===== src/rtl/cpu_pkg.sv =====
// Shared CPU constants: PC width and default return-stack depth.
// Imported by call_stack and its storage sub-module.
package cpu_pkg;

   localparam int PC_WIDTH  = 10;
   localparam int RAS_DEPTH = 8;

   typedef enum logic [1:0] {
      OP_IDLE = 2'b00,
      OP_PUSH = 2'b10,
      OP_POP  = 2'b01,
      OP_SWAP = 2'b11
   } ras_op_e;

endpackage


===== src/rtl/call_stack_mem.sv =====
// Return-stack storage: one synchronous write port, one async read port.
// Contents are not reset; the stack logic masks them while empty.
module call_stack_mem
   import cpu_pkg::*;
#(
   parameter int WIDTH = PC_WIDTH,
   parameter int DEPTH = RAS_DEPTH,
   parameter int AW    = $clog2(DEPTH)
) (
   input  logic             clk,
   input  logic             we,
   input  logic [AW-1:0]    waddr,
   input  logic [WIDTH-1:0] wdata,
   input  logic [AW-1:0]    raddr,
   output logic [WIDTH-1:0] rdata
);

   logic [WIDTH-1:0] mem [0:DEPTH-1];

   always_ff @(posedge clk) begin
      if (we) mem[waddr] <= wdata;
   end

   assign rdata = mem[raddr];

endmodule


===== src/rtl/call_stack.sv =====
// Hardware return-address stack with occupancy and sticky error flags.
// Define CALL_STACK_WRAP_EN to let a push while full overwrite the oldest entry.
module call_stack
   import cpu_pkg::*;
#(
   parameter int WIDTH = PC_WIDTH,
   parameter int DEPTH = RAS_DEPTH
) (
   input  logic                       clk,
   input  logic                       reset,
   input  logic                       push,
   input  logic                       pop,
   input  logic [WIDTH-1:0]           push_data,
   input  logic                       clr_err,
   output logic [WIDTH-1:0]           top,
   output logic [$clog2(DEPTH+1)-1:0] count,
   output logic                       full,
   output logic                       empty,
   output logic                       overflow,
   output logic                       underflow
);

   localparam int AW = $clog2(DEPTH);
   localparam int CW = $clog2(DEPTH+1);

   logic [AW-1:0]    ptr, ptr_n, waddr, raddr;
   logic [CW-1:0]    count_n;
   logic [WIDTH-1:0] rdata;
   logic             we, ovf_ev, unf_ev;
   ras_op_e          op;

   assign empty = (count == '0);
   assign full  = (count == CW'(DEPTH));
   assign raddr = ptr - 1'b1;
   assign top   = empty ? '0 : rdata;
   assign op    = ras_op_e'({push, pop});

   always_comb begin
      we      = 1'b0;
      waddr   = ptr;
      ptr_n   = ptr;
      count_n = count;
      ovf_ev  = 1'b0;
      unf_ev  = 1'b0;
      unique case (op)
         OP_SWAP: begin
            we = 1'b1;
            if (empty) begin
               ptr_n   = ptr + 1'b1;
               count_n = count + 1'b1;
               unf_ev  = 1'b1;
            end else begin
               waddr = raddr;
            end
         end
         OP_PUSH: begin
            if (!full) begin
               we      = 1'b1;
               ptr_n   = ptr + 1'b1;
               count_n = count + 1'b1;
            end else begin
`ifdef CALL_STACK_WRAP_EN
               // oldest entry sits at ptr once full; overwrite it
               we    = 1'b1;
               ptr_n = ptr + 1'b1;
`else
               ovf_ev = 1'b1;
`endif
            end
         end
         OP_POP: begin
            if (!empty) begin
               ptr_n   = ptr - 1'b1;
               count_n = count - 1'b1;
            end else begin
               unf_ev = 1'b1;
            end
         end
         default: ;
      endcase
   end

   always_ff @(posedge clk or posedge reset) begin
      if (reset) begin
         ptr       <= '0;
         count     <= '0;
         overflow  <= 1'b0;
         underflow <= 1'b0;
      end else begin
         ptr       <= ptr_n;
         count     <= count_n;
         overflow  <= ovf_ev | (overflow & ~clr_err);
         underflow <= unf_ev | (underflow & ~clr_err);
      end
   end

   call_stack_mem #(
      .WIDTH (WIDTH),
      .DEPTH (DEPTH)
   ) u_mem (
      .clk   (clk),
      .we    (we),
      .waddr (waddr),
      .wdata (push_data),
      .raddr (raddr),
      .rdata (rdata)
   );

endmodule


===== config.mk =====
export PLATFORM = sky130hd
export DESIGN_NAME = call_stack
export DESIGN_NICKNAME = d
export VERILOG_FILES = /design/src/rtl/cpu_pkg.sv /design/src/rtl/call_stack_mem.sv /design/src/rtl/call_stack.sv
export SDC_FILE = /design/constraint.sdc
export NUM_CORES = 1
export LEC_CHECK = 0
export BUFFER_PORTS_ARGS = -buffer_cell sky130_fd_sc_hd__buf_4
export CORE_UTILIZATION = 30
export CTS_CLUSTER_DIAMETER = 80
export DETAILED_ROUTE_END_ITERATION = 16
export PLACE_DENSITY_LB_ADDON = 0.08
export REMOVE_ABC_BUFFERS = 1
export SLEW_MARGIN = 5
export SYNTH_ARGS = -nofsm -noshare
export SYNTH_HDL_FRONTEND = slang
export SYNTH_HIERARCHICAL = 1
export SYNTH_SLANG_ARGS = --single-unit

===== constraint.sdc =====
create_clock -name clk -period 2.6 [get_ports clk]
set_input_delay 0 -clock clk [delete_from_list [all_inputs] [get_ports clk]]
set_output_delay 0 -clock clk [all_outputs]
set_load 0.02 [all_outputs]

==> results.rst, run 1 <==
.. list-table::
   :header-rows: 1

   * - Metric
     - Value
   * - Total non-filler cell area in the finished layout
     - 0.00489 sq mm
   * - Initial core utilization
     - 30.9%
   * - H-tree depth
     - 3
   * - Cell depth of the worst flop-to-flop path
     - 7
   * - Total via count in the routed design
     - 2058
   * - Instance count after placement with tap cells included
     - 429
   * - Max-Cap Viols
     - 0
   * - Number of global-route vias before repair
     - 2079
   * - Post-route DRC
     - 0
   * - Library cells used by synthesis
     - 40
   * - Beginning of the critical path
     - ptr[1]
   * - Clock Latency Late Sink
     - 330 ps
   * - XOR/XNOR Fraction of Synth Area
     - 1.12%
   * - Met1 demand-to-capacity share in global routing
     - 18.0%
   * - Time the final worst path needs with I/O delays and setup
     - 2440 ps
   * - Gr ovfl total
     - 0
   * - Antenna violations before repair
     - 0
   * - Kind of end point of the critical path
     - output port
   * - Cell depth of the worst min-delay path
     - 3
   * - Number of cells produced by synthesis
     - 215
   * - Number of nets with antenna violations after routing
     - 0
   * - Highest clock rate
     - 409 MHz
   * - Via-to-Cell Ratio
     - 4.49
   * - Top Ports
     - 33
   * - Total inserted antenna cells
     - 0
   * - Max transition margin
     - 64.6%
   * - Gp weighted congestion
     - 0.741
   * - Number of optimization iterations in the first detailed-route pass
     - 4
   * - Final-report setup violation count
     - 0
   * - Hold Crit Class
     - in -> reg
   * - Bufs and invs on worst path
     - 3
   * - Standard-cell rows
     - 41
   * - Synth Area in Compound Gates
     - 3.66%
   * - CTS clock-pin slew for the worst setup and hold paths
     - 60 ps
   * - Largest voltage drop on the vdd net
     - 0.421 mV
   * - Number of hold-slack violations in the final timing report
     - 0
   * - Leakage power figure
     - 1.79 nW
   * - Met3 routing resource usage after global routing
     - 2.04%
   * - Least-Margin Pin Slew
     - 528 ps
   * - Ratio of cells with drive above 1 in the final layout
     - 30.4%
   * - Final critical-path share of the clock period
     - 94.0%
   * - Number of post-CTS setup repair buffers
     - 0
   * - Number of buffers created by CTS
     - 9
   * - Main combinational cell family by area after synthesis
     - multiplexers
   * - Total cell area at the placement stage
     - 0.00446 sq mm
   * - TritonCTS clock tree
     - yes
   * - Area Growth Syn to Fin
     - 25.6%
   * - Worst reg2reg path endpoint
     - u_mem/mem[7][1]
   * - Detail Placement HPWL
     - 5230 um
   * - Mean area per synthesized cell
     - 18.1 sq um
   * - Fraction of synthesized area in multiplexers
     - 16.9%
   * - Total power density per cell area
     - 1240 mW/mm^2
   * - Total GRT Usage
     - 13.0%
   * - Die Y-Extent
     - 116 um
   * - Wire length of the first global-routing pass
     - 12300 um
   * - Worst setup path class
     - reg -> out
   * - FF+latch count, synth
     - 89
   * - Adder-cell share of the synthesized area
     - 0.963%
   * - Post_cts resized
     - 0
   * - Total Wirelength
     - 7820 um
   * - Worst Hold End
     - ptr[1]
   * - Worst-case register-to-register setup slack
     - 350 ps
   * - Overall power of the completed layout
     - 0.00607 W
   * - 1st-iter DRT viols
     - 73
   * - Largest fanout on the critical path
     - 20
   * - Placeable core area
     - 0.0126 sq mm
   * - DR WL/cell
     - 17.1 um
   * - Critical Path Start Type
     - register
   * - Startpoint of the worst-slack reg-to-reg timing path
     - count[0]
   * - Result of the run
     - complete, no violations
   * - I/O Buffers
     - 32
   * - Overall die area
     - 0.0134 sq mm
   * - Largest net degree at the start of global routing
     - 22
   * - Pins over their slew limit
     - 0
   * - Worst path cell trace
     - inv_1 > ha_1 > xor2_1 > buf_12 > mux4_1 > mux2_2 > and2_1 > buf_4
   * - Final non-filler cell total
     - 458
   * - Cell area after technology mapping
     - 0.00390 sq mm
   * - Min-Delay Startpoint
     - push
   * - Longest individual stage delay on the worst path
     - 400 ps
   * - Sink count of the clock tree
     - 89
   * - Number of nets in the layout
     - 299
   * - Met2 Track Usage GR
     - 20.5%
   * - Clock Skews
     - 7.96 ps
   * - Unrepaired setup endpoints after global routing
     - no
   * - Slowest stage cell on the critical path
     - sky130_fd_sc_hd__dfrtp_1
   * - Most used routing layer
     - met2
   * - Proportion of synthesized chip area in sequential cells
     - 67.4%
   * - Crit path arrival time
     - 2440 ps
   * - Worst-case clock buffer depth
     - 2
   * - Horizontal die dimension
     - 116 um
   * - Warnings, synthesis
     - 6
   * - Crit path max-delay family
     - multiplexers
   * - Share of synthesized cell area in and, or, nand and nor gates
     - 6.87%
   * - Root Driver
     - sky130_fd_sc_hd__clkbuf_16
   * - CP Data Required Time
     - 2600 ps
## registers in the layout, summed over array words and instances, names as in the netlist
name       count
count          4
overflow       1
u_mem/mem     80
ptr            3
underflow      1
## metrics by stage
step                util (%)  setup TNS, ps  hold slack, ps  setup slack, ps
floorplan                  -         -21600            -172             -352
global placement        35.4              0            5.25              364
detailed placement      35.4              0            4.44              329
CTS                     38.8              0            18.8              109
global route            38.8              0            35.0             23.9
finish                  38.8              0            35.2              157
## routing by layer
metal | vias to the layer above | wire (um)
li1 | 1004 | -
met1 | 1021 | 3730
met2 | 27 | 3800
met3 | 6 | 220
met4 | 0 | 69
met5 | - | 0
## tightest hold or removal path, cell delays in order
cell and delay [ps]:
sky130_fd_sc_hd__buf_4 170, sky130_fd_sc_hd__nand4_1 90, sky130_fd_sc_hd__a211oi_2 60
## cells by family after synthesis
family,count (synthesis)
multiplexers,32
buffers and inverters,23
XOR/XNOR,5
flip-flops,89
adder cells (fa/ha/maj),3
AO/OA/AOI/OAI,18
AND/OR/NAND/NOR,45
## Yosys cell counts, drive strengths merged
cell type | number | share of area, %
a32oi | 2 | 0.93
o31ai | 2 | 0.51
o21a | 1 | 0.19
o22ai | 1 | 0.16
a31oi | 1 | 0.16
mux4 | 20 | 13
dfrtp | 9 | 5.8
nand4 | 3 | 0.48
nor2b | 1 | 0.16
and2 | 10 | 1.6
mux2i | 2 | 0.51
xnor2 | 4 | 0.90
or4 | 2 | 0.39
a211oi | 1 | 0.32
nand3 | 2 | 0.26
nor3 | 3 | 0.39
nand2 | 4 | 0.39
edfxtp | 80 | 62
buf | 8 | 1.6
and4 | 2 | 0.45
mux2 | 10 | 2.9
and3 | 1 | 0.16
or4b | 1 | 0.35
ha | 3 | 0.96
nand4b | 2 | 0.45
nand2b | 5 | 0.80
clkbuf | 4 | 0.39
nor2 | 8 | 0.77
xor2 | 1 | 0.22
inv | 11 | 1.1
a221oi | 1 | 0.22
or3b | 1 | 0.22
a21oi | 5 | 0.64
o21ai | 4 | 0.51
## what timing repair did
| item | 4_1_cts | 5_1_grt |
|---|---|---|
| endpoints found under the setup margin | 0 | 0 |
| hold buffers | 13 | 0 |
| endpoints found under the hold margin | 91 | 0 |
## worst max path at each step
stage / to / slack [ps] / cells after the start
after floorplan: top[0] / -350 / 6
after global placement: u_mem/mem[0][2] / 360 / 7
after detailed placement: u_mem/mem[7][8] / 330 / 7
after CTS: top[3] / 110 / 8
after global routing: top[7] / 20 / 8
final: top[2] / 160 / 8
## final cells by class
| class | count | area (sq um) |
|---|---|---|
| clock buffers | 9 | 225 |
| clock inverters | 7 | 76.3 |
| fillers | 1213 | 7730 |
| inverters | 11 | 41.3 |
| multi-input cells | 103 | 1160 |
| flip-flops and latches | 89 | 2630 |
| well taps | 172 | 215 |
| repair buffers | 67 | 548 |
## power by group
part	switching (W)	total, W	internal, W
combinational	0.00146	0.00284	0.00138
clock	0.000533	0.00129	0.000753
sequential	0.0000777	0.00194	0.00186
## cell usage in the layout (no fill, tap or decap), types with 4 or more instances in the layout
cell type | synthesis | final
sky130_fd_sc_hd__edfxtp_1 | 80 | 80
sky130_fd_sc_hd__buf_4 | 0 | 53
sky130_fd_sc_hd__mux4_1 | 20 | 20
sky130_fd_sc_hd__dlygate4sd3_1 | 0 | 13
sky130_fd_sc_hd__inv_1 | 10 | 10
sky130_fd_sc_hd__and2_1 | 10 | 10
sky130_fd_sc_hd__mux2_2 | 10 | 10
sky130_fd_sc_hd__clkbuf_16 | 0 | 9
sky130_fd_sc_hd__dfrtp_1 | 9 | 9
sky130_fd_sc_hd__nor2_1 | 8 | 8
sky130_fd_sc_hd__nand2b_1 | 5 | 5
sky130_fd_sc_hd__a21oi_1 | 5 | 5
sky130_fd_sc_hd__xnor2_1 | 4 | 4
sky130_fd_sc_hd__nand2_1 | 4 | 4
Power figures use the tool's default switching activity.
==> inputs of run 2 (changes only) <==
Settings changed: RECOVER_POWER from default to 25.
==> results.rst, run 2 (same netlist as run 1, synthesis figures left out) <==
.. list-table::
   :header-rows: 1

   * - Metric
     - Value
   * - Result of the run
     - complete, no violations (unchanged)
   * - Cell depth of the worst flop-to-flop path
     - 7 (unchanged)
   * - Internal power consumption
     - 0.00399 W (about the same)
   * - Number of buffers created by CTS
     - 9 (unchanged)
   * - Leading cell type in the layout, fill and taps excluded
     - sky130_fd_sc_hd__edfxtp_1 (unchanged)
   * - Leakage power figure
     - 1.77 nW (was 1.79 nW)
   * - Total net switching power
     - 0.00207 W (about the same)
   * - Horizontal die dimension
     - 116 um (unchanged)
   * - Switching share of power
     - 34.2% (was 34.1%)
   * - Detail Placement HPWL
     - 5230 um (unchanged)
   * - Root Driver
     - sky130_fd_sc_hd__clkbuf_16 (unchanged)
   * - Wire length of the first global-routing pass
     - 12300 um (unchanged)
   * - Overall die area
     - 0.0134 sq mm (unchanged)
   * - Highest clock rate
     - 409 MHz (about the same)
   * - Top Ports
     - 33 (unchanged)
   * - Worst Hold End
     - ptr[1] (unchanged)
   * - Critical Path Start Type
     - register (unchanged)
   * - Total GRT Usage
     - 13.0% (unchanged)
   * - Placement Setup Slack
     - 329 ps (unchanged)
   * - Number of nets with antenna violations after routing
     - 0 (unchanged)
   * - Worst setup path class
     - reg -> out (unchanged)
   * - Ratio of cells with drive above 1 in the final layout
     - 28.0% (was 30.4%)
   * - Total power density per cell area
     - 1250 mW/mm^2 (was 1240 mW/mm^2)
   * - 1st-iter DRT viols
     - 69 (was 73)
   * - Gp weighted congestion
     - 0.741 (unchanged)
   * - Final-report setup violation count
     - 0 (unchanged)
   * - Max transition margin
     - 64.6% (unchanged)
   * - Placeable core area
     - 0.0126 sq mm (unchanged)
   * - Largest net degree at the start of global routing
     - 22 (unchanged)
   * - Number of optimization iterations in the first detailed-route pass
     - 4 (unchanged)
   * - DR WL/cell
     - 17.1 um (about the same)
   * - Die Y-Extent
     - 116 um (unchanged)
   * - Gr ovfl total
     - 0 (unchanged)
   * - Worst-case register-to-register setup slack
     - 350 ps (about the same)
   * - Number of global-route vias before repair
     - 2079 (unchanged)
   * - Number of nets in the layout
     - 299 (unchanged)
   * - Final setup margin
     - 157 ps (about the same)
   * - Time the final worst path needs with I/O delays and setup
     - 2440 ps (about the same)
   * - Worst reg2reg path endpoint
     - u_mem/mem[7][1] (unchanged)
   * - Most used routing layer
     - met2 (unchanged)
   * - Min-Delay Startpoint
     - push (unchanged)
   * - Hold Crit Class
     - in -> reg (unchanged)
   * - Proportion of power drawn by flip-flops and latches
     - 32.0% (was 31.9%)
   * - I/O Buffers
     - 32 (unchanged)
   * - Crit path arrival time
     - 2440 ps (about the same)
   * - Registers with the most flip-flops
     - u_mem/mem (80), count (4), ptr (3) (unchanged)
   * - Unrepaired setup endpoints after global routing
     - no (unchanged)
   * - Post-route DRC
     - 0 (unchanged)
   * - Antenna violations before repair
     - 0 (unchanged)
   * - Met3 routing resource usage after global routing
     - 2.04% (unchanged)
   * - Most used cells in the layout excluding fill and tap cells
     - sky130_fd_sc_hd__edfxtp_1 (80), sky130_fd_sc_hd__buf_4 (45), sky130_fd_sc_hd__mux4_1 (20), sky130_fd_sc_hd__dlygate4sd3_1 (13) (was sky130_fd_sc_hd__edfxtp_1 (80), sky130_fd_sc_hd__buf_4 (53), sky130_fd_sc_hd__mux4_1 (20), sky130_fd_sc_hd__dlygate4sd3_1 (13))
   * - Max-Cap Viols
     - 0 (unchanged)
   * - Kind of end point of the critical path
     - output port (unchanged)
   * - Met1 demand-to-capacity share in global routing
     - 18.0% (unchanged)
   * - TritonCTS clock tree
     - yes (unchanged)
   * - Share of power burned in combinational logic
     - 46.8% (was 46.9%)
   * - Instance count after placement with tap cells included
     - 429 (unchanged)
   * - Total inserted antenna cells
     - 0 (unchanged)
   * - Initial core utilization
     - 30.9% (unchanged)
   * - Cell depth of the worst min-delay path
     - 3 (unchanged)
   * - Final critical-path share of the clock period
     - 94.0% (about the same)
   * - Pins over their slew limit
     - 0 (unchanged)
   * - H-tree depth
     - 3 (unchanged)
   * - Largest reg by FF count
     - u_mem/mem (unchanged)
   * - Number of flip-flops in the largest register
     - 80 (unchanged)
   * - Least-Margin Pin Slew
     - 528 ps (about the same)
   * - Standard-cell rows
     - 41 (unchanged)
   * - Largest voltage drop on the vdd net
     - 0.421 mV (about the same)
   * - Worst-case clock buffer depth
     - 2 (unchanged)
   * - Via-to-Cell Ratio
     - 4.50 (was 4.49)
   * - Clock Skews
     - 8.05 ps (was 7.96 ps)
   * - Clock Latency Late Sink
     - 330 ps (about the same)
   * - Sink count of the clock tree
     - 89 (unchanged)
   * - Startpoint of the worst-slack reg-to-reg timing path
     - count[0] (unchanged)
   * - Part of the power in the clock network
     - 21.2% (about the same)
   * - Total via count in the routed design
     - 2062 (was 2058)
   * - CP Data Required Time
     - 2600 ps (about the same)
   * - Number of post-CTS setup repair buffers
     - 0 (unchanged)
   * - Largest fanout on the critical path
     - 20 (unchanged)
   * - Final non-filler cell total
     - 458 (unchanged)
   * - Area Growth Syn to Fin
     - 24.9% (was 25.6%)
   * - Total Wirelength
     - 7830 um (was 7820 um)
   * - CTS clock-pin slew for the worst setup and hold paths
     - 60 ps (about the same)
   * - Number of hold-slack violations in the final timing report
     - 0 (unchanged)
   * - Met2 Track Usage GR
     - 20.5% (unchanged)
[run 2: per-layer routing]
layer / share of wire [%] / up-vias
met5: 0 / -
met4: 0.88 / 0
met3: 2.5 / 6
met2: 49 / 25
met1: 48 / 1028
li1: - / 1003
[run 2: cell type report]
cell class,instances,area [sq um]
clock buffers,9,225
clock inverters,7,76.3
fillers,1220,7750
inverters,11,41.3
multi-input cells,103,1160
flip-flops and latches,89,2630
well taps,172,215
repair buffers,67,522
[run 2: power by group through the flow]
stage	sequential (W)	combinational, W	clock [W]
3_3_place_gp	0.00197	0.00294	0
4_1_cts	0.00194	0.00292	0.00132
6_report	0.00194	0.00284	0.00128
3_5_place_dp	0.00197	0.00289	0
2_1_floorplan	0.00203	0.00166	0
5_1_grt	0.00196	0.00310	0.00138
[run 2: repair_timing]
item / CTS / global route
gates resized for setup: 0 / 0
hold endpoints to repair: 91 / 0
hold buffers: 13 / 0
[run 2: worst max-delay path by stage]
stage	startpoint	to	slack, ps	cells past startpoint
4_1_cts	ptr[0]	top[3]	110	8
3_3_place_gp	count[0]	u_mem/mem[0][2]	360	7
6_report	ptr[1]	top[2]	160	8
3_5_place_dp	count[0]	u_mem/mem[7][8]	330	7
5_1_grt	ptr[0]	top[7]	20	8
2_1_floorplan	ptr[0]	top[0]	-350	6
[run 2: through the flow]
step	power (W)	setup TNS, ps	hold WS, ps	util (%)	cell area (sq um)
after global routing	0.00643	0	35.0	38.6	4870
after CTS	0.00618	0	18.8	38.8	4890
after floorplan	0.00369	-21600	-172	-	3820
after global placement	0.00491	0	5.25	35.4	4460
after detailed placement	0.00487	0	4.44	35.4	4460
final	0.00606	0	35.2	38.6	4870
[run 2: critical path, stage by stage, from the launching register on]
cell and delay, ps:
sky130_fd_sc_hd__dfrtp_1 400, sky130_fd_sc_hd__inv_1 100, sky130_fd_sc_hd__ha_1 230, sky130_fd_sc_hd__xor2_1 250, sky130_fd_sc_hd__buf_12 200, sky130_fd_sc_hd__mux4_1 330, sky130_fd_sc_hd__mux2_2 280, sky130_fd_sc_hd__and2_1 150
sky130_fd_sc_hd__buf_4 150
